### config.mk
export PLATFORM = sky130hd
export DESIGN_NAME = keypad_digit_loader
export DESIGN_NICKNAME = d
export VERILOG_FILES = /design/src/rtl/keypad_digit_loader_pkg.sv /design/src/rtl/keypad_digit_loader_key_debounce.sv /design/src/rtl/keypad_digit_loader.sv
export SDC_FILE = /design/constraint.sdc
export NUM_CORES = 1
export LEC_CHECK = 0
export BUFFER_PORTS_ARGS = -buffer_cell sky130_fd_sc_hd__buf_2
export CAP_MARGIN = 0
export CORE_MARGIN = 2
export CORE_UTILIZATION = 55
export CTS_CLUSTER_SIZE = 20
export DETAILED_ROUTE_END_ITERATION = 12
export GPL_TIMING_DRIVEN = 0
export PLACE_DENSITY = 0.71
export RECOVER_POWER = 50
export SYNTH_ARGS = -nofsm -noshare
export SYNTH_HDL_FRONTEND = slang
export SYNTH_SLANG_ARGS = --single-unit
export TNS_END_PERCENT = 30
### constraint.sdc
create_clock -name clock -period 12.51 [get_ports clock]
set_clock_uncertainty 0.1 [all_clocks]
set_input_delay 1.251 -clock clock [delete_from_list [all_inputs] [get_ports clock]]
set_output_delay 1.251 -clock clock [all_outputs]
set_load 0.01 [all_outputs]
### src/rtl/keypad_digit_loader_pkg.sv
// Shared definitions for the keypad digit loader: FSM states, entry limits and key encoding.
package keypad_digit_loader_pkg;

    typedef enum logic [2:0] {
        ST_IDLE,
        ST_PRESS_DB,
        ST_LOAD,
        ST_HOLD,
        ST_RELEASE_DB
    } state_t;

    localparam int MAX_DIGITS = 3;
    localparam int TENS_MAX   = 5;
    localparam logic [3:0] NO_KEY = 4'hF;

    // Returns {valid, code}; anything other than exactly one key line is "no key".
    function automatic logic [4:0] encode_key(input logic [9:0] keys);
        logic [3:0] code;
        int         hits;
        code = NO_KEY;
        hits = 0;
        for (int i = 0; i < 10; i++) begin
            if (keys[i]) begin
                hits++;
                code = 4'(i);
            end
        end
        return (hits == 1) ? {1'b1, code} : {1'b0, NO_KEY};
    endfunction

endpackage

### src/rtl/keypad_digit_loader_key_debounce.sv
// Two-flop synchronizer for the raw key lines followed by the one-hot to BCD encoder.
module key_debounce
    import keypad_digit_loader_pkg::*;
(
    input  logic       clock,
    input  logic       clr,
    input  logic [9:0] keypad,
    output logic [3:0] code,
    output logic       valid
);

    logic [9:0] sync1;
    logic [9:0] sync2;

    always_ff @(posedge clock) begin
        if (clr) begin
            sync1 <= '0;
            sync2 <= '0;
        end else begin
            sync1 <= keypad;
            sync2 <= sync1;
        end
    end

    assign {valid, code} = encode_key(sync2);

endmodule

### src/rtl/keypad_digit_loader.sv
// Keypad front end for the min/sec timer: debounced presses become BCD digits plus a loadn strobe.
//
// state         | meaning
// ST_IDLE       | waiting for a valid key while the timer is not busy
// ST_PRESS_DB   | candidate key must stay stable for DEBOUNCE_CYCLES cycles
// ST_LOAD       | loadn low for one cycle, data holds the new digit
// ST_HOLD       | key still down, waiting for it to be released
// ST_RELEASE_DB | no-key must persist DEBOUNCE_CYCLES cycles before IDLE
module keypad_digit_loader
    import keypad_digit_loader_pkg::*;
#(
    parameter int DEBOUNCE_CYCLES = 4
) (
    input  logic       clock,
    input  logic       clr,
    input  logic [9:0] keypad,
    input  logic       busy,
    input  logic       entry_clr,
    output logic [3:0] data,
    output logic       loadn,
    output logic [1:0] digit_count,
    output logic       err,
    output logic       ready
);

    localparam int CNT_W = $clog2(DEBOUNCE_CYCLES + 1);

    state_t           state;
    logic [3:0]       key_code;
    logic             key_valid;
    logic [3:0]       cand;
    logic [3:0]       last_digit;
    logic [CNT_W-1:0] cnt;
    logic [CNT_W-1:0] cnt_inc;
    logic             db_done;
    logic             reject;

    key_debounce u_key_debounce (
        .clock  (clock),
        .clr    (clr),
        .keypad (keypad),
        .code   (key_code),
        .valid  (key_valid)
    );

    assign cnt_inc = cnt + CNT_W'(1);
    assign db_done = (cnt_inc == CNT_W'(DEBOUNCE_CYCLES));

    // The previous digit moves into tens-of-seconds, so it must not exceed 5.
    assign reject = (digit_count == 2'(MAX_DIGITS)) ||
                    ((digit_count != 2'd0) && (last_digit > 4'(TENS_MAX)));

    assign ready = (state == ST_IDLE) && (digit_count != 2'(MAX_DIGITS)) && !busy;

    always_ff @(posedge clock) begin
        if (clr) begin
            state       <= ST_IDLE;
            cand        <= '0;
            cnt         <= '0;
            data        <= '0;
            loadn       <= 1'b1;
            digit_count <= '0;
            last_digit  <= '0;
            err         <= 1'b0;
        end else begin
            loadn <= 1'b1;
            err   <= 1'b0;
            case (state)
                ST_IDLE: begin
                    if (key_valid && !busy) begin
                        cand  <= key_code;
                        cnt   <= '0;
                        state <= ST_PRESS_DB;
                    end
                end
                ST_PRESS_DB: begin
                    if (!key_valid || (key_code != cand) || busy) begin
                        state <= ST_IDLE;
                    end else if (db_done) begin
                        if (reject) begin
                            err   <= 1'b1;
                            state <= ST_HOLD;
                        end else begin
                            loadn       <= 1'b0;
                            data        <= cand;
                            last_digit  <= cand;
                            digit_count <= digit_count + 2'd1;
                            state       <= ST_LOAD;
                        end
                    end else begin
                        cnt <= cnt_inc;
                    end
                end
                ST_LOAD: begin
                    state <= ST_HOLD;
                end
                ST_HOLD: begin
                    if (!key_valid) begin
                        cnt   <= '0;
                        state <= ST_RELEASE_DB;
                    end
                end
                ST_RELEASE_DB: begin
                    if (key_valid) begin
                        state <= ST_HOLD;
                    end else if (db_done) begin
                        state <= ST_IDLE;
                    end else begin
                        cnt <= cnt_inc;
                    end
                end
                default: state <= ST_IDLE;
            endcase
            // A new entry wins over a coincident load's count increment.
            if (entry_clr) begin
                digit_count <= '0;
                last_digit  <= '0;
            end
        end
    end

endmodule
==> impl_metrics.csv, run 1 <==
group,metric,value,unit
critical_path,cp_common_cell,"ha_1",
finish,final_cell_area,2930,um^2
timing,hold_viol_final,0,
global_routing,grt_pass1_wl,8440,um
placed_design,dpl_cell_area,2850,um^2
hold_path,worstHoldPathCells,1,
cts,ctsResizeCount,0,
cts,cts_max_path_buffers,2,
global_routing,grt_max_degree,14,
critical_path,start_kind,"flip-flop",
logic_synthesis,synth.distinct_cells,67,
critical_path,cp.arrival,7.00,ns
critical_path,regToRegSetupSlack,5.58,ns
logic_synthesis,synth_top_area_share,30.7,%
floorplanning,die_width,73.7,um
placed_design,io_buffer_count,21,
floorplanning,core_area,4690,um^2
finish,drive_above_1_share,14.1,%
logic_synthesis,synth-async-reset-ratio,0,%
hold_path,min_to,"u_key_debounce.sync2[0]",
drt,initialDrtViolationCount,77,
pwr,ir_worst_vdd,0.000131,V
logic_synthesis,syn-num-nets,339,
floorplanning,io_pins,23,
cts,clk_latency,0.28,ns
critical_path,timing.rr.end,"cnt[2]",
drt,num_vias,2079,
drt,ant_nets,0,
timing,worst_pin_slew,0.560,ns
floorplanning,die_y,73.7,um
logic_synthesis,synthAdderAreaFrac,6.55,%
logic_synthesis,syn_area,2680,um^2
critical_path,criticalPathCategory,"reg -> reg",
timing,finalSetupViolations,0,
logic_synthesis,dominantRegCellSynth,"dfxtp_1",
critical_path,rr_startpoint,"u_key_debounce.sync2[0]",
outcome,status,"finished clean",
hold_path,worstHoldPathType,"reg -> reg",
cts,ctsHoldBuffers,0,
logic_synthesis,synth-seq-cells,41,
timing,max_freq,0.144,GHz
global_routing,grt_usage,19.3,%
finish,area_growth,9.40,%
drt,viasPerCell,5.28,
cts,htreeDepth,2,
logic_synthesis,synth_xor_area_share,11.6,%
floorplanning,dieArea,5440,um^2
logic_synthesis,synth_area_per_cell,8.60,um^2
pwr,powerDensity,103,nW/um^2
logic_synthesis,synth_edf_count,0,
logic_synthesis,synth_common_cells,"41 x dfxtp_1, 40 x nor2_1, 27 x nor2b_1, 26 x nand2_1, 15 x inv_1",
drt,wl_per_cell,12.0,um
finish,seq_area,821,um^2
finish,num_antenna_cells,0,
global_routing,grt_overflow,0,
global_routing,antenna_found_initial,0,
logic_synthesis,yosysMostFrequentCell,"dfxtp_1",
timing,max_slew_margin,62.5,%
cts,post-cts-setup-buffers,0,
logic_synthesis,synth_simple_gate_area_share,26.3,%
logic_synthesis,synth_compound_area_share,14.0,%
drt,drc_errors,0,
pwr,finalPower,301,uW
finish,multiInputGateArea,1720,um^2
cts,clkTransAtPathRegs,0.08,ns
timing,slew_violations,0,
logic_synthesis,synth_top_family_by_area,"simple AND/OR/NAND/NOR gates",
logic_synthesis,synth_top_cell_by_area,"dfxtp_1",
cts,cts_tree,"yes",
critical_path,critPathMaxStageDelay,0.37,ns
logic_synthesis,synthMuxAreaShare,5.66,%
critical_path,crit_path_end_kind,"flip-flop",
finish,fill_cells,429,
cts,cts_root_buf,"clkbuf_8",
placed_design,hpwl,3760,um
critical_path,path_max_fanout,5,
timing,fin_crit,6.93,ns
critical_path,crit_required,12.59,ns
timing,final.setup.tns,0,ns
critical_path,worst_r2r_path_depth,35,
drt,first_pass_iters,4,
logic_synthesis,yosysWarningCount,0,
placed_design,dp_cells,386,
floorplanning,initial_utilization,57.0,%
pwr,power_leakage,1.25,nW
logic_synthesis,ys_seq_area_share,30.7,%
logic_synthesis,synthCells,311,
timing,timing.final.crit_share,55.4,%
placed_design,gp_congestion,0.871,
finish,final_net_count,367,
global_routing,grt_pass1_vias,1927,
timing,rsz0062_at_grt,"no",
hold_path,min_from,"u_key_debounce.sync1[0]",
cts,cts_made_buffers,5,
cts,cts_sinks,41,
logic_synthesis,synthTopCellsByArea,"dfxtp_1 31%, ha_1 6.5%, nor2b_1 6.3%",
critical_path,cp_slowest_cell,"dfxtp_1",
drt,postRouteWirelength,4730,um
flow_run,drv_cap,0,
finish,final_cells,394,
floorplanning,rows,25,
[area by class of cell]
class	instances	area share, %
buffer	15	2.65
clock inverter	3	0.599
inverter	16	2.05
multi-input combinational	239	58.7
clock buffer	5	2.35
tap	54	2.31
timing repair buffer	21	3.33
sequential	41	28.0
[power breakdown]
part | internal, mW | switching (mW)
combinational | 0.0338 | 0.0437
clock | 0.0385 | 0.0444
sequential | 0.136 | 0.00436
[flip-flops by register name (all words and copies together), names as in the netlist]
name                  count
u_key_debounce.sync2     10
cand                      4
state                     3
last_digit                3
err                       1
u_key_debounce.sync1     10
cnt                       3
digit_count               2
data                      4
loadn                     1
[routing by layer]
layer / part of all wire [%] / wire (um) / vias up / GRT usage (%)
met5: 0 / 0 / - / 0
met4: 1.1 / 53 / 0 / 4.85
met3: 2.2 / 106 / 6 / 2.74
met2: 44 / 2090 / 26 / 31.1
met1: 52 / 2480 / 923 / 27.2
li1: - / - / 1124 / -
[kinds of logic (layout without fill, tap and decap cells)]
| family | count (synthesis) | after routing |
|---|---|---|
| simple gates | 134 | 134 |
| compound gates | 51 | 51 |
| flops | 41 | 41 |
| buf+inv | 31 | 60 |
| xor+xnor | 25 | 25 |
| mux | 15 | 15 |
| fa+ha+maj | 14 | 14 |
[metrics by stage]
step | hold WS (ns) | worst slack, ns | utilization (%)
floorplan | 0.314 | 6.24 | -
global placement | 0.321 | 5.66 | 60.7
detailed placement | 0.323 | 5.59 | 60.7
CTS | 0.343 | 5.56 | 62.5
global route | 0.363 | 4.97 | 62.4
finish | 0.340 | 5.58 | 62.4
[critical path: cells and delay by family (launching register included)]
family                   cells  cell delay [ns]
AO/OA/AOI/OAI               10             1.82
XOR/XNOR                     1             0.28
adder cells (fa/ha/maj)      8             2.29
buffers and inverters        5             0.35
flip-flops                   1             0.37
multiplexers                 1             0.26
AND/OR/NAND/NOR             10             1.35
[cells in the final DEF, fill, tap and decap left out, types with 8 or more instances in the layout]
master    Yosys  routed
nor2b_1      27      27
nand2_1      26      26
mux2i_1      14      14
dfxtp_1      41      41
xnor2_1      12      12
nor2_1       40      40
inv_1        15      15
o21ai_0       8       8
clkbuf_1      9      15
a21oi_1      11      11
ha_1         14      14
buf_2         2      17
[worst max-delay path by stage]
stage	from	end	depth (start not counted)
finish	u_key_debounce.sync2[0]	cnt[2]	35
global route	u_key_debounce.sync2[0]	cnt[2]	35
CTS	u_key_debounce.sync2[0]	cnt[2]	35
detailed placement	u_key_debounce.sync2[0]	cnt[2]	35
global placement	u_key_debounce.sync2[0]	cnt[2]	35
floorplan	u_key_debounce.sync2[0]	cnt[2]	35
Power figures use the tool's default switching activity.
==> inputs of run 2 (changes only) <==
Settings changed: ABC_AREA set to 1, PLACE_DENSITY 0.71 to 0.74.
Clock period 12.51 ns to 5.82 ns, I/O delays scaled along.
==> run 2 against run 1 <==
Effect of this change:
- worst setup slack got worse by 5.2 ns
- routed wire length grew 24%
- cell count up 41%
- register-to-register slack got worse by 5.2 ns
- synthesized area is 9.7% higher
- largest power group unchanged
- power grew to 2.9 times the previous value
- design area rose by 18%
- critical path depth grew 8
- largest cell class unchanged
==> impl_metrics.csv, run 2 <==
group,metric,value,unit
outcome,status,"finished clean",
logic_synthesis,syn_area,2930,um^2
pwr,finalPower,865,uW
logic_synthesis,ys_seq_area_share,28.0,%
floorplanning,rows,26,
logic_synthesis,synth-seq-cells,41,
critical_path,cp_common_cell,"nand2_2",
logic_synthesis,synth.distinct_cells,29,
global_routing,antenna_found_initial,0,
timing,slew_violations,0,
global_routing,grt_overflow,0,
floorplanning,die_width,77.0,um
cts,htreeDepth,2,
critical_path,crit_path_end_kind,"flip-flop",
finish,final_net_count,513,
finish,num_antenna_cells,0,
floorplanning,core_area,5140,um^2
global_routing,grt_usage,20.8,%
cts,cts_made_buffers,5,
finish,final_cells,556,
logic_synthesis,yosysMostFrequentCell,"nand2_1",
timing,fin_crit,5.47,ns
cts,cts_tree,"yes",
critical_path,cp.arrival,5.55,ns
critical_path,cp_slowest_cell,"dfxtp_2",
cts,cts_root_buf,"clkbuf_8",
cts,clkTransAtPathRegs,0.08,ns
timing,finalSetupViolations,0,
pwr,power_leakage,1.75,nW
floorplanning,die_y,77.0,um
placed_design,dp_cells,535,
logic_synthesis,synth_area_per_cell,6.61,um^2
cts,cts_sinks,41,
finish,layout_common_cells,"84 x nand2_1, 77 x inv_1, 54 x nor2_1, 42 x nand2_2, 39 x dfxtp_1",
finish,drive_above_1_share,30.0,%
critical_path,crit_required,5.90,ns
drt,viasPerCell,4.77,
pwr,powerDensity,250,nW/um^2
timing,timing.final.crit_share,94.0,%
placed_design,io_buffer_count,21,
hold_path,worstHoldPathType,"reg -> reg",
critical_path,start_kind,"flip-flop",
logic_synthesis,synthCells,444,
logic_synthesis,synthTopCellsByArea,"dfxtp_1 28%, nand2_1 12%, inv_1 11%",
placed_design,hpwl,4490,um
logic_synthesis,synth_top_area_share,28.0,%
timing,worst_pin_slew,0.522,ns
drt,initialDrtViolationCount,71,
floorplanning,io_pins,23,
cts,ctsHoldBuffers,0,
logic_synthesis,synth_edf_count,0,
logic_synthesis,synth-async-reset-ratio,0,%
logic_synthesis,synth_common_cells,"96 x nand2_1, 83 x inv_1, 56 x nor2_1, 41 x dfxtp_1, 32 x nand2_2",
flow_run,drv_cap,0,
critical_path,critPathMaxStageDelay,0.35,ns
drt,drc_errors,0,
global_routing,grt_max_degree,15,
cts,cts_max_path_buffers,2,
timing,max_slew_margin,64.9,%
drt,postRouteWirelength,5870,um
global_routing,grt_pass1_wl,10300,um
timing,hold_viol_final,0,
logic_synthesis,dominantRegCellSynth,"dfxtp_1",
floorplanning,initial_utilization,57.1,%
pwr,ir_worst_vdd,0.000257,V
finish,seq_area,823,um^2
finish,multiInputGateArea,1890,um^2
drt,wl_per_cell,10.6,um
logic_synthesis,syn-num-nets,472,
critical_path,criticalPathCategory,"reg -> reg",
logic_synthesis,synth_top_cell_by_area,"dfxtp_1",
cts,clk_latency,0.30,ns
timing,max_freq,0.183,GHz
global_routing,grt_pass1_vias,2528,
logic_synthesis,yosysWarningCount,0,
placed_design,gp_congestion,0.894,
finish,final_common_cell,"nand2_1",
drt,ant_nets,0,
timing,hold_ws,0.297,ns
finish,top_regs,"u_key_debounce.sync1: 10 flops, u_key_debounce.sync2: 10 flops",
finish,area_growth,17.9,%
finish,fill_cells,466,
critical_path,path_max_fanout,6,
floorplanning,dieArea,5940,um^2
drt,num_vias,2653,
drt,first_pass_iters,5,
[run 2: stage by stage]
step / util (%) / TNS, ns / area [um^2] / setup WS [ns]
6_report: 67.3 / 0 / 3460 / 0.351
3_3_place_gp: 60.8 / -1.29 / 3130 / -0.115
3_5_place_dp: 60.8 / -3.97 / 3130 / -0.314
2_1_floorplan: - / 0 / 2930 / 0.344
4_1_cts: 64.6 / 0 / 3320 / 0.00747
5_1_grt: 67.3 / -0.00957 / 3460 / -0.00957
[run 2: what timing repair did]
| action | 4_1_cts | 5_1_grt |
|---|---|---|
| setup endpoints to repair | 21 | 21 |
| pin swaps | 11 | 25 |
| gates resized for setup | 10 | 24 |
| buffers inserted | 5 | 8 |
[run 2: power breakdown]
| group | internal, mW | switching (mW) |
|---|---|---|
| Combinational | 0.119 | 0.186 |
| Sequential | 0.306 | 0.0263 |
| Clock | 0.128 | 0.0990 |
| Total | 0.553 | 0.312 |
[run 2: worst max-delay path, delay by kind of cell, from the launching register on]
kind / cells / cell delay [ns]
AOI/OAI and AO/OA: 2 / 0.15
adders and majority gates: 8 / 1.96
buffers and inverters: 6 / 0.43
DFF: 1 / 0.35
and+or+nand+nor: 27 / 2.38
[run 2: final timing paths]
kind	startpoint	cells past startpoint	slack, ns	end
worst max-delay path	u_key_debounce.sync2[0]	43	0.35	cnt[1]
worst min-delay path	u_key_debounce.sync1[0]	2	0.30	u_key_debounce.sync2[0]
worst max register to register	u_key_debounce.sync2[0]	43	0.35	cnt[1]
worst min register to register	u_key_debounce.sync1[0]	2	0.30	u_key_debounce.sync2[0]
[run 2: logic make-up (layout without fill, tap and decap cells)]
logic type               Yosys count  in the layout  share of synthesized area (%)
adder cells (fa/ha/maj)           14             14                           5.97
AO/OA/AOI/OAI                     37             37                           6.78
AND/OR/NAND/NOR                  259            259                           47.2
buffers and inverters             92            134                           11.8
XOR/XNOR                           1              1                          0.299
flip-flops                        41             41                           28.0
[run 2: final cells by class]
type                            instances  area share [%]
Clock inverter                          3            1.27
Clock buffer                            5            1.99
Tap cell                               70            2.53
Buffer                                  4           0.470
Inverter                               88            9.55
Multi-Input combinational cell        311            54.7
Sequential cell                        41            23.8
Timing Repair Buffer                   34            5.64
[run 2: metal layers]
metal | GRT usage (%) | wire length (um)
met3 | 2.94 | 163
met2 | 38.2 | 2940
met1 | 24.6 | 2670
met5 | 0 | 0
met4 | 6.96 | 93
==> inputs of run 3 (changes only) <==
Settings changed: CELL_PAD_IN_SITES_DETAIL_PLACEMENT set to 1, CELL_PAD_IN_SITES_GLOBAL_PLACEMENT set to 1, CORE_UTILIZATION 55 to 39, PLACE_DENSITY 0.74 to 0.73.
==> run 3 against run 2 <==
Effect of this change:
- die area grew 39%
- maximum frequency shrank 0.71%
- sequential power is essentially flat
- clock-buffer cell count grew 1
- utilization shrank 18 points
- largest cell class unchanged
- largest power group unchanged
==> impl_metrics.csv, run 3 (synthesis gave the netlist of run 2 again) <==
group,metric,value,unit
cts,cts_max_path_buffers,2,
placed_design,gp_congestion,0.807,
timing,final.setup.tns,0,ns
floorplanning,io_pins,23,
cts,ctsHoldBuffers,0,
critical_path,path_max_fanout,7,
timing,worst_pin_slew,0.516,ns
finish,fill_cells,975,
cts,clk_latency,0.29,ns
critical_path,crit_start,"u_key_debounce.sync2[0]",
critical_path,cp_slowest_cell,"dfxtp_2",
timing,max_freq,0.182,GHz
drt,num_vias,2770,
hold_path,worstHoldPathType,"reg -> reg",
finish,final_net_count,514,
critical_path,critPathMaxStageDelay,0.35,ns
floorplanning,rows,31,
drt,ant_nets,0,
placed_design,hpwl,5500,um
critical_path,worst_r2r_path_depth,41,
finish,drive_above_1_share,31.2,%
timing,slew_violations,0,
global_routing,grt_max_degree,14,
floorplanning,die_y,90.7,um
pwr,ir_worst_vdd,0.000204,V
outcome,status,"finished clean",
floorplanning,core_area,7250,um^2
hold_path,worstHoldPathCells,2,
drt,initialDrtViolationCount,79,
cts,cts_root_buf,"clkbuf_8",
finish,num_antenna_cells,0,
global_routing,grt_usage,17.9,%
placed_design,place_ws,-0.429,ns
finish,final_common_cell,"nand2_1",
cts,cts_made_buffers,5,
timing,timing.final.crit_share,94.6,%
floorplanning,dieArea,8230,um^2
critical_path,criticalPathCategory,"reg -> reg",
drt,wl_per_cell,12.0,um
critical_path,cp_common_cell,"nand2_2",
drt,first_pass_iters,3,
timing,fin_ws,0.312,ns
critical_path,crit_path_end_kind,"flip-flop",
timing,fin_crit,5.51,ns
pwr,power_leakage,1.77,nW
global_routing,grt_overflow,0,
cts,htreeDepth,2,
placed_design,io_buffer_count,21,
global_routing,grt_pass1_vias,2904,
timing,max_slew_margin,65.3,%
finish,area_growth,21.3,%
critical_path,start_kind,"flip-flop",
drt,postRouteWirelength,7040,um
floorplanning,initial_utilization,40.5,%
pwr,powerDensity,246,nW/um^2
drt,drc_errors,0,
finish,top_regs,"u_key_debounce.sync1: 10 flops, u_key_debounce.sync2: 10 flops",
timing,hold_viol_final,0,
critical_path,cp.arrival,5.63,ns
critical_path,regToRegSetupSlack,0.31,ns
pwr,finalPower,875,uW
drt,viasPerCell,4.73,
critical_path,timing.rr.end,"last_digit[3]",
flow_run,drv_cap,0,
critical_path,crit_required,5.94,ns
timing,hold_ws,0.306,ns
cts,clkTransAtPathRegs,0.08,ns
cts,cts_sinks,41,
floorplanning,die_width,90.7,um
global_routing,grt_pass1_wl,12600,um
global_routing,antenna_found_initial,0,
timing,finalSetupViolations,0,
cts,cts_tree,"yes",
finish,layout_common_cells,"83 x nand2_1, 77 x inv_1, 54 x nor2_1, 40 x nand2_2, 39 x dfxtp_1",
critical_path,endpoint,"last_digit[3]",
critical_path,rr_startpoint,"u_key_debounce.sync2[0]",
run 3: cell type report:
cell class / count / area [um^2] / area share, %
repair buffers: 35 / 201 / 5.66
clock buffers: 6 / 72.6 / 2.04
clock inverters: 2 / 38.8 / 1.09
flip-flops and latches: 41 / 823 / 23.1
well taps: 99 / 124 / 3.48
multi-input cells: 311 / 1950 / 54.9
inverters: 88 / 330 / 9.28
plain buffers: 4 / 16.3 / 0.457
run 3: repair_timing:
action / in CTS / in global routing
hold endpoints to repair: 0 / 0
pin swaps: 15 / 27
setup buffers: 6 / 8
setup endpoints to repair: 21 / 21
resized for setup: 13 / 32
run 3: critical path, delay by kind of cell, from the launching register on:
| family | cells | cell delay, ns |
|---|---|---|
| buf+inv | 5 | 0.33 |
| compound gates | 1 | 0.15 |
| flops | 1 | 0.35 |
| fa+ha+maj | 8 | 1.81 |
| simple gates | 27 | 2.69 |
run 3: worst min path at each step:
stage / endpoint / start / slack, ns
floorplan: u_key_debounce.sync2[0] / u_key_debounce.sync1[0] / 0.29
global placement: u_key_debounce.sync2[0] / u_key_debounce.sync1[0] / 0.29
detailed placement: u_key_debounce.sync2[6] / u_key_debounce.sync1[6] / 0.30
CTS: u_key_debounce.sync2[6] / u_key_debounce.sync1[6] / 0.31
global route: u_key_debounce.sync2[4] / u_key_debounce.sync1[4] / 0.33
finish: u_key_debounce.sync2[6] / u_key_debounce.sync1[6] / 0.31
run 3: metal layers:
| layer | vias up | GRT usage, % | wire (um) |
|---|---|---|---|
| met2 | 26 | 33.1 | 3610 |
| met3 | 12 | 1.75 | 121 |
| met1 | 1284 | 22.2 | 3170 |
| met5 | - | 0 | 0 |
| met4 | 0 | 4.23 | 136 |
| li1 | 1448 | - | - |
run 3: metrics by stage:
step | utilization (%) | area [um^2] | std cells
finish | 49.1 | 3560 | 586
global route | 49.1 | 3560 | 586
detailed placement | 43.6 | 3160 | 564
global placement | 43.6 | 3160 | 564
CTS | 46.4 | 3370 | 578
floorplan | - | 2930 | 444
run 3: power by group:
part | total (mW) | internal [mW] | switching (mW)
registers | 0.331 | 0.306 | 0.0255
logic | 0.316 | 0.120 | 0.197
clock network | 0.227 | 0.129 | 0.0987
